==> config.mk <==
export PLATFORM = sky130hd
export DESIGN_NAME = wptr_full_ctrl
export DESIGN_NICKNAME = d
export VERILOG_FILES = /design/src/rtl/fifo_pkg.sv /design/src/rtl/sync_2ff.sv /design/src/rtl/wptr_full_ctrl.sv
export SDC_FILE = /design/constraint.sdc
export NUM_CORES = 1
export LEC_CHECK = 0
export CORE_MARGIN = 2
export CORE_UTILIZATION = 39
export CTS_CLUSTER_DIAMETER = 80
export DETAILED_ROUTE_END_ITERATION = 12
export SLEW_MARGIN = 10
export SYNTH_ARGS = -nofsm -noshare
export SYNTH_HDL_FRONTEND = slang
export SYNTH_HIERARCHICAL = 1
export SYNTH_SLANG_ARGS = --single-unit
==> constraint.sdc <==
create_clock -name clk -period 3.7 [get_ports clk]
set_input_delay 0.37 -clock clk [delete_from_list [all_inputs] [get_ports clk]]
set_output_delay 0.37 -clock clk [all_outputs]
set_load 0.1 [all_outputs]
==> src/rtl/fifo_pkg.sv <==
// Shared async FIFO definitions: pointer geometry and Gray code helpers.
// Used by both the write-side and read-side pointer controllers.
package fifo_pkg;

  localparam int ADDR_WIDTH = 6;
  localparam int DEPTH      = 2 ** ADDR_WIDTH;
  localparam int PTR_WIDTH  = ADDR_WIDTH + 1;
  localparam int FN_W       = 32;

  function automatic logic [FN_W-1:0] bin2gray(
    input logic [FN_W-1:0] b
  );
    return b ^ (b >> 1);
  endfunction

  // Prefix-XOR from the MSB down, done in log2 steps.
  function automatic logic [FN_W-1:0] gray2bin(
    input logic [FN_W-1:0] g
  );
    logic [FN_W-1:0] b;
    b = g;
    for (int s = 1; s < FN_W; s = s * 2) begin
      b = b ^ (b >> s);
    end
    return b;
  endfunction

endpackage

==> src/rtl/sync_2ff.sv <==
// Two-flop synchroniser for a Gray-coded pointer crossing clock domains.
// Output lags the input by two clock edges.
module sync_2ff #(
  parameter int WIDTH = 1
) (
  input  logic             clk,
  input  logic             rst,
  input  logic [WIDTH-1:0] d_i,
  output logic [WIDTH-1:0] q_o
);

  logic [WIDTH-1:0] s1_q;
  logic [WIDTH-1:0] s2_q;

  always_ff @(posedge clk or posedge rst) begin
    if (rst) begin
      s1_q <= '0;
      s2_q <= '0;
    end else begin
      s1_q <= d_i;
      s2_q <= s1_q;
    end
  end

  assign q_o = s2_q;

endmodule

==> src/rtl/wptr_full_ctrl.sv <==
// Async FIFO write side: Gray write pointer, memory write port,
// full/almost-full flags, fill level and sticky overflow.
module wptr_full_ctrl #(
  parameter int ADDR_WIDTH = fifo_pkg::ADDR_WIDTH,
  parameter int AF_MARGIN  = 4
) (
  input  logic                clk,
  input  logic                rst,
  input  logic                inc,
  input  logic [ADDR_WIDTH:0] rptr_gray,
  output logic [ADDR_WIDTH:0] wptr,
  output logic [ADDR_WIDTH-1:0] waddr,
  output logic                wen,
  output logic                full,
  output logic                almost_full,
  output logic [ADDR_WIDTH:0] level,
  output logic                overflow
);

  import fifo_pkg::*;

  localparam int PW = ADDR_WIDTH + 1;
  localparam logic [PW-1:0] AF_THRESH =
    PW'((2 ** ADDR_WIDTH) - AF_MARGIN);

  logic [PW-1:0] wbin_q;
  logic [PW-1:0] wbin_d;
  logic [PW-1:0] wptr_q;
  logic [PW-1:0] wptr_d;
  logic [PW-1:0] wq2_rptr;
  logic [PW-1:0] rbin;
  logic [PW-1:0] full_tgt;
  logic          wen_c;
  logic          full_q;
  logic          full_d;
  logic          af_q;
  logic          af_d;
  logic          ovf_q;
  logic          ovf_d;

  sync_2ff #(
    .WIDTH(PW)
  ) u_rptr_sync (
    .clk(clk),
    .rst(rst),
    .d_i(rptr_gray),
    .q_o(wq2_rptr)
  );

  always_comb begin
    wen_c  = inc & ~full_q;
    wbin_d = wbin_q + PW'(wen_c);
    wptr_d = PW'(bin2gray(32'(wbin_d)));
    rbin   = PW'(gray2bin(32'(wq2_rptr)));
    // Full when the next write pointer is one lap ahead of the read one.
    full_tgt = {~wq2_rptr[PW-1:PW-2], wq2_rptr[PW-3:0]};
    full_d   = (wptr_d == full_tgt);
    af_d     = ((wbin_d - rbin) >= AF_THRESH);
    ovf_d    = ovf_q | (inc & full_q);
  end

  always_ff @(posedge clk or posedge rst) begin
    if (rst) begin
      wbin_q <= '0;
      wptr_q <= '0;
      full_q <= 1'b0;
      af_q   <= 1'b0;
      ovf_q  <= 1'b0;
    end else begin
      wbin_q <= wbin_d;
      wptr_q <= wptr_d;
      full_q <= full_d;
      af_q   <= af_d;
      ovf_q  <= ovf_d;
    end
  end

  assign wptr        = wptr_q;
  assign waddr       = wbin_q[ADDR_WIDTH-1:0];
  assign wen         = wen_c;
  assign full        = full_q;
  assign almost_full = af_q;
  assign level       = wbin_q - rbin;
  assign overflow    = ovf_q;

endmodule
# After elaboration in Yosys (flattened, before gate mapping)
# Cells that the tools add are included.
[word_totals] inputBits=10 regBits=31 word_cells=23
[classes] addsub=3 bitwise=11 eq_ne=1 n_lt_le_gt_ge=1
[op_table] cell="subtractor 7 bit" count=2
[op_table] cell="XOR 7 x 1 -> 7 bit (second input constant)" count=2
[op_table] cell="XOR 7 x 6 -> 7 bit" count=2
[op_table] cell="adder 7 x 1 -> 7 bit" count=1
[op_table] cell="== test 7 bit" count=1
[op_table] cell="greater-or-equal comparator 7 x 6 -> 1 bit (second input constant)" count=1
[op_table] cell="XOR 7 x 3 -> 7 bit" count=1
[op_table] cell="XOR 7 x 5 -> 7 bit" count=1
[op_table] cell="AND 1 bit" count=2
[op_table] cell="NOT 2 bit" count=1
[op_table] cell="NOT 1 bit" count=1
[op_table] cell="OR 1 bit" count=1

# Logic depth before layout (Yosys ltp)
[depth] depth_word=7 ltp_mapped=14

# Modules after synthesis
# Netlist, hierarchy kept.
[modules_own_cells] module="wptr_full_ctrl" cells_per_inst=117 area_per_inst_um2=1244.9 seq_area_each_um2=400.4 instances=1
[modules_own_cells] module="sync_2ff" cells_per_inst=15 area_per_inst_um2=354.1 seq_area_each_um2=350.3 instances=1

# Worst setup path before layout
# OpenSTA, ideal clock, no wires.
[synth_timing] path_type="register to output" from="register u_rptr_sync.s2_q[6] (netlist: u_rptr_sync/q_o[6])" to="output level[6]" arrival_ns=4.331 path_buffers=0 required_ns=3.330 stages_incl_launch_ff=15 slack_ns=-1.001 path_cell_list="dfrtp_1 xnor2_2 xor2_2 xor2_2 xor2_2 xor2_2 xnor2_1 ha_1 fa_1 nor2b_1 o21ai_0 nand2b_1 a21o_1 a21oi_1 xnor2_1"
[synth_via] elab_chain_cells=6
[synth_lines] item="from (decl)" line="sync_2ff.sv:13" source="logic [WIDTH-1:0] s2_q;"
[synth_lines] item="from (signal assigned)" line="sync_2ff.sv:21" source="s2_q <= s1_q;"
[synth_lines] item="XOR 7 x 6 -> 7 bit" line="fifo_pkg.sv:23" source="b = b ^ (b >> s);"
[synth_lines] item="XOR 7 x 5 -> 7 bit" line="fifo_pkg.sv:23"
[synth_lines] item="XOR 7 x 3 -> 7 bit" line="fifo_pkg.sv:23"
[synth_lines] item="XOR 7 x 1 -> 7 bit (2 in series)" line="fifo_pkg.sv:23"
[synth_lines] item="subtractor 7 bit" line="wptr_full_ctrl.sv:83" source="assign level = wbin_q - rbin;"
[synth_lines] item="to (decl)" line="wptr_full_ctrl.sv:16" source="output logic [ADDR_WIDTH:0] level,"
# Every way passes these cells.

# Final worst setup path
# Same ends and word-level chain as after synthesis.

==> results.ini <==
[finish]
final_util_pct=58.2
antenna_diode_instance_count=0
drive_gt1_share_pct=25.3
final_area_sq_um=2310
nets=210
flow.area_growth_from_synthesis_pct=44.6

[timing]
layout_min_cycle_time_ns=3.71
final.setup.worst_slack_ns=-0.00800
hold_vio_cnt_final=0
final-max-slew-violation-count=0
fin_crit_sh_pct=100
tightest_slew_ns=0.978
grt_setup_unrepaired=yes
fmax_mhz=270
finClkSkew_ns=0.00875
worst_slew_margin_rel_pct=34.6
setup_viol=1

[clocking]
clk_latency_ns=0.29
cts-buffers-inserted=5
cts-hold-fix-buffers=0
master_cell_of_the_clock_root_buffer=sky130_fd_sc_hd__clkbuf_8
cts-htree-levels=2
cts_tree=done
max_clock_buf_depth=2
clk_pin_slew_ns=0.07
clock_sink_count=30

[setup_path]
most_used_cell_cp=sky130_fd_sc_hd__xor2_2
cp_slowest_cell=sky130_fd_sc_hd__dfrtp_1
critical_path_type=flip-flop to output port
timing.critical_path.arrival_ns=3.34
crit_fanout=2
cp-endpoint=level[6]
worst-endpoint-required_ns=3.33
slowest_delay_ns=0.40
rr_startpoint=u_rptr_sync/q_o[6]
timing.reg2reg.worst_path_depth=14
path_cells=xnor2_2 > xor2_2 > xor2_2 > xor2_2 > xor2_2 > xnor2_2 > ha_2 > fa_2 > nor2b_1 > o21ai_1 > nand2b_1 > a21o_1 > a21oi_2 > xnor2_2 > buf_12
r2r_slack_ns=0.87
critical_path_end_type=output port
worstReg2RegEnd=almost_full
worst_setup_path_startpoint=u_rptr_sync/q_o[6]
worstSetupStartpointType=flip-flop

[route]
finalWirelength_microns=3150
drtIter0Drc=17
detail_route.wl_per_cell_microns=13.3
drt.antenna.violating_nets=0
vias=1117
drc_errors=0
vias_per_cell=4.73
drtPass1Iterations=4

[global_routing]
global_route_wire_length_before_repair_microns=5120
via_count_of_the_first_global_routing_pass=1163
m1_gr_usage_pct=18.1
grt_use_met2_pct=26.7
grt_max_degree=17
grtUsageMet3_pct=4.44
global_route.usage.total_pct=15.7
antenna_violations_before_repair=0
busiest_layer=met2
overflow=0

[yosys]
syn_inst=132
synth.avg_cell_area_sq_um=12.1
yosys_warns=6
synth_seq_area_share_pct=46.9
yosys_register_bits=30
yosys.cell_types.count=28
synth_fp_nets=157
synthesis.area_sq_um=1600

[die]
fp.dieH_microns=68.0
initial_util_pct=40.3
floorplan.die.width_microns=68.0
dieArea_sq_um=4630
placement_rows=23
placeableCoreArea_sq_um=3970
pin_count=34

[placed_design]
placement.io_buffers=33
finalWeightedCongestion=0.756
post_dp_cell_area_sq_um=2120
detailed_place_hpwl_microns=2400

[run_status]
run_status=finished, violations left
violations=negative setup slack

[job]
cap_violations=0

[min_path]
hp-class=flip-flop to flip-flop

==> metrics by stage <==
stage                     instances   TNS, ns  setup WS [ns]  hold WS, ns
after global routing            236    -0.432         -0.245        0.345
after CTS                       230   -0.0734        -0.0734        0.342
after floorplan                 132    -0.853         -0.511        0.259
after global placement          217         0          0.126        0.332
after detailed placement        217   -0.0674        -0.0674        0.336
final                           236  -0.00800       -0.00800        0.338
==> state kept, by name (all words and copies together), names as in the netlist <==
name / flops
u_rptr_sync/s1_q: 7
wptr: 6
almost_full: 1
full: 1
overflow: 1
u_rptr_sync/q_o: 7
wbin_q: 7
==> critical path: cells and delay by family (launching register included) <==
family / cells / cell delay, ns
AOI/OAI and AO/OA: 3 / 0.48
xor gates and xnor gates: 7 / 1.42
adders and majority gates: 2 / 0.42
buffers and inverters: 1 / 0.20
DFF: 1 / 0.40
and+or+nand+nor: 2 / 0.13
==> what timing repair did <==
action | 4_1_cts | 5_1_grt
pin swaps | 8 | 13
setup endpoints to repair | 3 | 3
gates resized for setup | 6 | 1
setup buffers | 5 | 7
==> cell type report <==
class / instances / area [sq um]
clock buffer: 7 / 86.3
inverter: 10 / 37.5
timing repair buffer: 48 / 498
fill: 330 / 1660
clock inverter: 1 / 5.00
tap: 50 / 62.6
multi-input combinational: 90 / 872
sequential: 30 / 751
==> layer usage <==
metal / wire length [microns] / part of all wire (%)
met4: 65 / 2.1
met1: 1360 / 43
met5: 0 / 0
met2: 1590 / 50
met3: 143 / 4.5
==> synth_stat cells <==
cell	count	area share, %
sky130_fd_sc_hd__o31ai_1	1	0.47
sky130_fd_sc_hd__o21ai_0	4	1.3
sky130_fd_sc_hd__xor2_1	14	7.7
sky130_fd_sc_hd__a21oi_1	3	0.94
sky130_fd_sc_hd__clkbuf_1	2	0.47
sky130_fd_sc_hd__fa_1	1	1.3
sky130_fd_sc_hd__xnor2_1	16	8.8
sky130_fd_sc_hd__a21o_1	3	1.4
sky130_fd_sc_hd__nand2b_1	2	0.78
sky130_fd_sc_hd__a211oi_1	1	0.47
sky130_fd_sc_hd__nand4_1	1	0.39
sky130_fd_sc_hd__ha_1	14	11
sky130_fd_sc_hd__nor2b_1	4	1.6
sky130_fd_sc_hd__nand2_1	3	0.70
sky130_fd_sc_hd__o21a_1	1	0.47
sky130_fd_sc_hd__a22o_1	1	0.55
sky130_fd_sc_hd__o211ai_1	1	0.47
sky130_fd_sc_hd__and3_4	1	0.70
sky130_fd_sc_hd__nand3_1	5	1.6
sky130_fd_sc_hd__xor2_2	4	4.1
sky130_fd_sc_hd__xnor2_2	1	1.0
sky130_fd_sc_hd__o221ai_1	1	0.55
sky130_fd_sc_hd__nor3_1	3	0.94
sky130_fd_sc_hd__xnor2_4	1	1.7
sky130_fd_sc_hd__or3_1	2	0.78
sky130_fd_sc_hd__and3_1	2	0.78
sky130_fd_sc_hd__inv_1	10	2.3
sky130_fd_sc_hd__dfrtp_1	30	47
==> logic make-up (layout without fill, tap and decap cells) <==
kind of cell               after synthesis  count (layout)  synth area share [%]
DFF                                     30              30                  46.9
buffers and inverters                   12              66                  2.82
xor gates and xnor gates                36              36                  23.2
AOI/OAI and AO/OA                       16              16                  6.57
adders and majority gates               15              15                  12.2
and+or+nand+nor                         23              23                  8.21
==> cell usage in the layout, fill, tap and decap left out, drive strengths merged, types with 5 or more instances in the layout <==
master / netlist / final
nand3: 5 / 5
inv: 10 / 10
clkbuf: 2 / 7
clkdlybuf4s50: 0 / 25
xor2: 18 / 18
xnor2: 18 / 18
buf: 0 / 23
ha: 14 / 14
dfrtp: 30 / 30
==> how the worst min path moves through the flow <==
stage                    endpoint           startpoint  slack (ns)  cells after the start
2_1_floorplan  u_rptr_sync/q_o[0]                  rst        0.26                      1
3_3_place_gp   u_rptr_sync/q_o[0]  u_rptr_sync/s1_q[0]        0.33                      0
3_5_place_dp   u_rptr_sync/q_o[5]  u_rptr_sync/s1_q[5]        0.34                      0
4_1_cts        u_rptr_sync/q_o[5]  u_rptr_sync/s1_q[5]        0.34                      0
5_1_grt        u_rptr_sync/q_o[5]  u_rptr_sync/s1_q[5]        0.34                      0
6_report       u_rptr_sync/q_o[5]  u_rptr_sync/s1_q[5]        0.34                      0
Power is left out: the tool's default activity adds up to more than one toggle a clock period on the data nets, which glitch-free logic cannot reach.
